<file path="config.mk">
export PLATFORM = sky130hd
export DESIGN_NAME = ball_motion
export DESIGN_NICKNAME = d
export VERILOG_FILES = /design/src/rtl/ball_motion.sv
export SDC_FILE = /design/constraint.sdc
export NUM_CORES = 1
export LEC_CHECK = 0
export BUFFER_PORTS_ARGS = -buffer_cell sky130_fd_sc_hd__clkbuf_2
export CAP_MARGIN = 10
export CORE_MARGIN = 5
export CORE_UTILIZATION = 45
export DETAILED_ROUTE_END_ITERATION = 8
export PLACE_DENSITY_LB_ADDON = 0.05
export SLEW_MARGIN = 30
export SYNTH_ARGS = -nofsm -noshare
export SYNTH_HDL_FRONTEND = slang
export SYNTH_SLANG_ARGS = --single-unit
</file>
<file path="constraint.sdc">
create_clock -name clk -period 2.9 [get_ports clk]
set_clock_uncertainty 0.05 [all_clocks]
set_input_delay 0 -clock clk [delete_from_list [all_inputs] [get_ports clk]]
set_output_delay 0 -clock clk [all_outputs]
set_load 0.01 [all_outputs]
</file>
<file path="src/rtl/ball_motion.sv">
// ball_motion: per-frame ball stepper with brick/wall/paddle reflection and lost-ball detection
module ball_motion #(
    parameter int X_MIN         = 0,
    parameter int X_MAX         = 159,
    parameter int Y_MIN         = 0,
    parameter int Y_MAX         = 119,
    parameter int X_START       = 80,
    parameter int Y_START       = 100,
    parameter int PADDLE_Y      = 110,
    parameter int PADDLE_W      = 16,
    parameter int CHECK_TIMEOUT = 255
) (
    input  logic       clk,
    input  logic       reset,
    input  logic       frameTick,
    input  logic       gameEnable,
    input  logic [7:0] x_paddle,
    output logic       ballcheckReset,
    output logic       ballcheckEnable,
    input  logic       ballcheckEnd,
    input  logic       brickBallCollide,
    input  logic [2:0] collideDir,
    output logic [7:0] x_ball,
    output logic [7:0] y_ball,
    output logic       moveDone,
    output logic       ballLost
);
    localparam int CW = $clog2(CHECK_TIMEOUT + 1);

    typedef enum logic [2:0] {IDLE, CRST, CHECK, REFLECT, MOVE, LOST} state_t;

    state_t          state;
    logic            dx_neg, dy_neg, hit;
    logic [2:0]      hit_dir;
    logic [CW-1:0]   cnt;
    logic            tog_x, tog_y, dx_b, dy_b, dx_r, dy_w, dy_r, on_paddle, lose;

    always_comb begin
        tog_x     = hit && (hit_dir == 3'd3 || hit_dir == 3'd4 || hit_dir >= 3'd5);
        tog_y     = hit && (hit_dir == 3'd1 || hit_dir == 3'd2 || hit_dir >= 3'd5);
        dx_b      = dx_neg ^ tog_x;
        dy_b      = dy_neg ^ tog_y;
        dx_r      = (x_ball == 8'(X_MIN)) ? 1'b0 : (x_ball == 8'(X_MAX)) ? 1'b1 : dx_b;
        dy_w      = (y_ball == 8'(Y_MIN)) ? 1'b0 : dy_b;
        on_paddle = {1'b0, x_ball} >= {1'b0, x_paddle} &&
                    {1'b0, x_ball} <= {1'b0, x_paddle} + 9'(PADDLE_W - 1);
        dy_r      = (!dy_w && {1'b0, y_ball} + 9'd1 == 9'(PADDLE_Y) && on_paddle) ? 1'b1 : dy_w;
        lose      = !dy_r && y_ball == 8'(Y_MAX - 1);
    end

    always_ff @(posedge clk or negedge reset) begin
        if (!reset) begin
            state           <= IDLE;
            x_ball          <= 8'(X_START);
            y_ball          <= 8'(Y_START);
            dx_neg          <= 1'b0;
            dy_neg          <= 1'b1;
            hit             <= 1'b0;
            hit_dir         <= 3'd0;
            cnt             <= '0;
            ballcheckReset  <= 1'b0;
            ballcheckEnable <= 1'b0;
            moveDone        <= 1'b0;
            ballLost        <= 1'b0;
        end else begin
            ballcheckReset <= 1'b0;
            moveDone       <= 1'b0;
            case (state)
                IDLE: if (frameTick && gameEnable) begin
                    state          <= CRST;
                    ballcheckReset <= 1'b1;
                end
                CRST: begin
                    hit             <= 1'b0;
                    cnt             <= '0;
                    ballcheckEnable <= 1'b1;
                    state           <= CHECK;
                end
                CHECK: begin
                    cnt <= cnt + 1'b1;
                    if (brickBallCollide && !hit) begin
                        hit     <= 1'b1;
                        hit_dir <= collideDir;
                    end
                    if (ballcheckEnd || cnt == CW'(CHECK_TIMEOUT - 1)) begin
                        ballcheckEnable <= 1'b0;
                        state           <= REFLECT;
                        if (!ballcheckEnd) hit <= 1'b0;
                    end
                end
                REFLECT: begin
                    dx_neg   <= dx_r;
                    dy_neg   <= dy_r;
                    ballLost <= lose;
                    state    <= lose ? LOST : MOVE;
                end
                MOVE: begin
                    x_ball   <= dx_neg ? x_ball - 8'd1 : x_ball + 8'd1;
                    y_ball   <= dy_neg ? y_ball - 8'd1 : y_ball + 8'd1;
                    moveDone <= 1'b1;
                    state    <= IDLE;
                end
                LOST: if (!gameEnable) begin
                    x_ball   <= 8'(X_START);
                    y_ball   <= 8'(Y_START);
                    dx_neg   <= 1'b0;
                    dy_neg   <= 1'b1;
                    ballLost <= 1'b0;
                    state    <= IDLE;
                end
                default: state <= IDLE;
            endcase
        end
    end
endmodule

</file>
==> flow_metrics.tcl <==
set metrics [dict create \
    crit_path_end_kind "flop" \
    hold_class "primary input to flop" \
    tns_ns 0 \
    p_seq_share_pct 32.6 \
    viasPerCell 5.47 \
    rows 28 \
    clock_latency_ns 0.30 \
    min_period_ns 2.22 \
    synth_seq_area_share_pct 35.1 \
    path_cells "ha_1 > a22o_1 > nor4_1 > o221ai_1 > a211oi_1 > a2bb2oi_1" \
    hold_depth 3 \
    setup-violations-final 0 \
    clock-root-buffer "clkbuf_8" \
    num_antenna_cells 0 \
    max_freq_mhz 451 \
    intPower_uw 1770 \
    io_buffers 36 \
    grt-ovfl-total 0 \
    p_total_uw 3260 \
    comb_power_share_pct 54.6 \
    via_count 2271 \
    rsz0062_at_grt "no" \
    place_congestion 0.818 \
    clockBufferDepth 2 \
    post_cts_buffers 0 \
    cp_max_fo 6 \
    die_height_um 86.9 \
    synth_edf_count 0 \
    die_width_um 86.9 \
    wire_per_inst_um 15.1 \
    cts_tree "built" \
    crit_path_start_kind "flop" \
    hold_violations 0 \
    synth_cells 293 \
    worstPathArrival_ns 2.38 \
    worst_slew_pin_slew_ns 0.752 \
    power_density_nw_per_um2 1060 \
    core_sq_um 5850 \
    power_switching_uw 1490 \
    hpwl_mm 4.72 \
    area_growth_pct 16.1 \
    cts.clk_slew.worst_paths_ns 0.08 \
    p_sw_share_pct 45.8 \
    drt_iter0_drc 137 \
    critPathMaxStageDelay_ns 0.62 \
    drive_above_1_share_pct 17.1 \
    slowest_stage "dfstp_2" \
    reg2reg_depth 6 \
    required_ns 3.07 \
    cp.buffers_inverters 0 \
    antenna_found_initial 0 \
    die_area_sq_um 7550 \
    htree_levels 2 \
    drc 0 \
    cap_violations 0 \
    drt_wl_total_mm 6.27 \
    clock_sinks 37 \
    numCtsBuffers 5 \
    synth_area_leaders "dfrtp_1 29%, ha_1 15%, dfstp_2 5.9%, nand2_1 4.1%, xnor2_1 3.3%" \
    p_leak_uw 0.00147 \
    yosysTopAreaCellShare_pct 29.1 \
    drtPass1Iterations 4 \
    ys_ff_latch 37 \
    dp_slack_ns 0.546 \
    cts_resized 0 \
    synthArstFlopShare_pct 100 \
    avgSynthCellArea_sq_um 9.08 \
    synth_fp_nets 343 \
    final_nets 389 \
    ant_nets 0 \
    first_global_vias 2246 \
    clock_power_share_pct 12.7 \
    maxSlewViolCount 0 \
    synth-main-ff-cell "dfrtp_1" \
    status "completed" \
    nFillCells 555 \
    synth_warnings 0 \
    relSlewSlack_pct 49.9 \
    path_depth 6 \
    min_period_over_period_pct 76.4 \
    grt.total_usage_pct 18.0 \
    ios 37 \
    path_delay_family "compound AO/OA/AOI/OAI gates" \
    yosys.area.top_type "dfrtp_1" \
    ir_drop_mv 0.606 \
    worstSetupPathType "flop to flop" \
    start_util_pct 45.5 \
    ys_types 55 \
    grt_max_degree 38 \
    grt_pass1_wl_mm 10.7 \
    finalWorstSetupSlack_ns 0.684 \
    synth_area_sq_um 2660 \
    synth_common_cells "31 x dfrtp_1, 31 x ha_1, 29 x nand2_1, 22 x inv_1, 16 x a21oi_1" \
]
worst min-delay path: stages:
cell and delay, ns:
clkbuf_2 0.08, nor3b_1 0.13, nor2b_1 0.13
cell families (layout without fill, tap and decap cells):
logic type | Yosys count | in the layout | share of synthesized area, %
and+or+nand+nor | 99 | 99 | 18.9
DFF | 37 | 37 | 35.1
xor gates and xnor gates | 14 | 14 | 4.61
AOI/OAI and AO/OA | 77 | 77 | 19.1
adders and majority gates | 33 | 33 | 16.1
muxes | 5 | 5 | 1.97
buffers and inverters | 28 | 75 | 4.28
power groups by stage:
| stage | Combinational, uW | Clock, uW | Sequential (uW) |
|---|---|---|---|
| floorplan | 1310 | 0 | 1020 |
| global placement | 1760 | 0 | 1070 |
| detailed placement | 1770 | 0 | 1070 |
| CTS | 1800 | 429 | 1060 |
| global route | 2040 | 450 | 1110 |
| finish | 1780 | 415 | 1060 |
cells in the final DEF, fill, tap and decap left out, types with 5 or more instances in the layout:
master,count
o21ai_0,15
o22ai_1,5
nand2_1,29
xnor2_1,10
nand3_1,11
nand4_1,9
a21oi_1,16
dfrtp_1,31
clkbuf_2,35
o21ai_1,11
dfstp_2,6
inv_1,22
ha_1,31
dlygate4sd3_1,7
clkbuf_8,7
nor3_1,5
nand2b_1,6
nor2_1,15
registers in the layout, summed over array words and instances, names as in the netlist, 3 cells and up:
| signal | flops |
|---|---|
| x_ball | 8 |
| y_ball | 8 |
| cnt | 8 |
| hit_dir | 3 |
| state | 3 |
timing repair:
action / in CTS / in global routing
endpoints found under the hold margin: 37 / 0
setup endpoints to repair: 0 / 0
hold buffers: 7 / 0
metrics by stage:
step | instance area (sq um) | hold WS [ns] | utilization [%] | instances
final | 3090 | 0.0242 | 52.8 | 415
after floorplan | 2660 | -0.346 | - | 293
after global placement | 2910 | 0.156 | 49.8 | 400
after detailed placement | 2910 | -0.00729 | 49.8 | 400
after CTS | 3090 | 0.0244 | 52.8 | 415
after global routing | 3090 | 0.0400 | 52.8 | 415
routing by layer:
layer  part of all wire, %  vias up  GRT usage [%]
met2                    47       39           28.2
met4                   1.1        0           5.67
li1                      -     1165              -
met5                     0        -              0
met1                    49     1061           25.3
met3                   3.2        6           2.93
final cells by class:
type	instances	area, sq um	share of cell area (%)
Clock buffer	7	96.3	3.12
Inverter	24	90.1	2.92
Sequential cell	37	933	30.2
Multi-Input combinational cell	228	1610	52.2
Clock inverter	1	8.76	0.284
Timing Repair Buffer	43	253	8.18
Tap cell	75	93.8	3.04
path summary, 6_finish.rpt:
kind,from,endpoint,slack (ns)
setup / recovery,x_ball[6]$_DFFE_PN1P_,dy_neg$_DFFE_PN1P_,0.68
hold / removal,frameTick,ballcheckReset$_DFF_PN0_,0.02
setup reg to reg,x_ball[6]$_DFFE_PN1P_,dy_neg$_DFFE_PN1P_,0.68
hold reg to reg,cnt[6]$_DFFE_PN0N_,cnt[6]$_DFFE_PN0N_,0.45
max in group asynchronous,reset,dy_neg$_DFFE_PN1P_,2.23
min in group asynchronous,reset,x_ball[1]$_DFFE_PN0P_,0.20
Note: power is estimated with default switching activity, not from simulation.
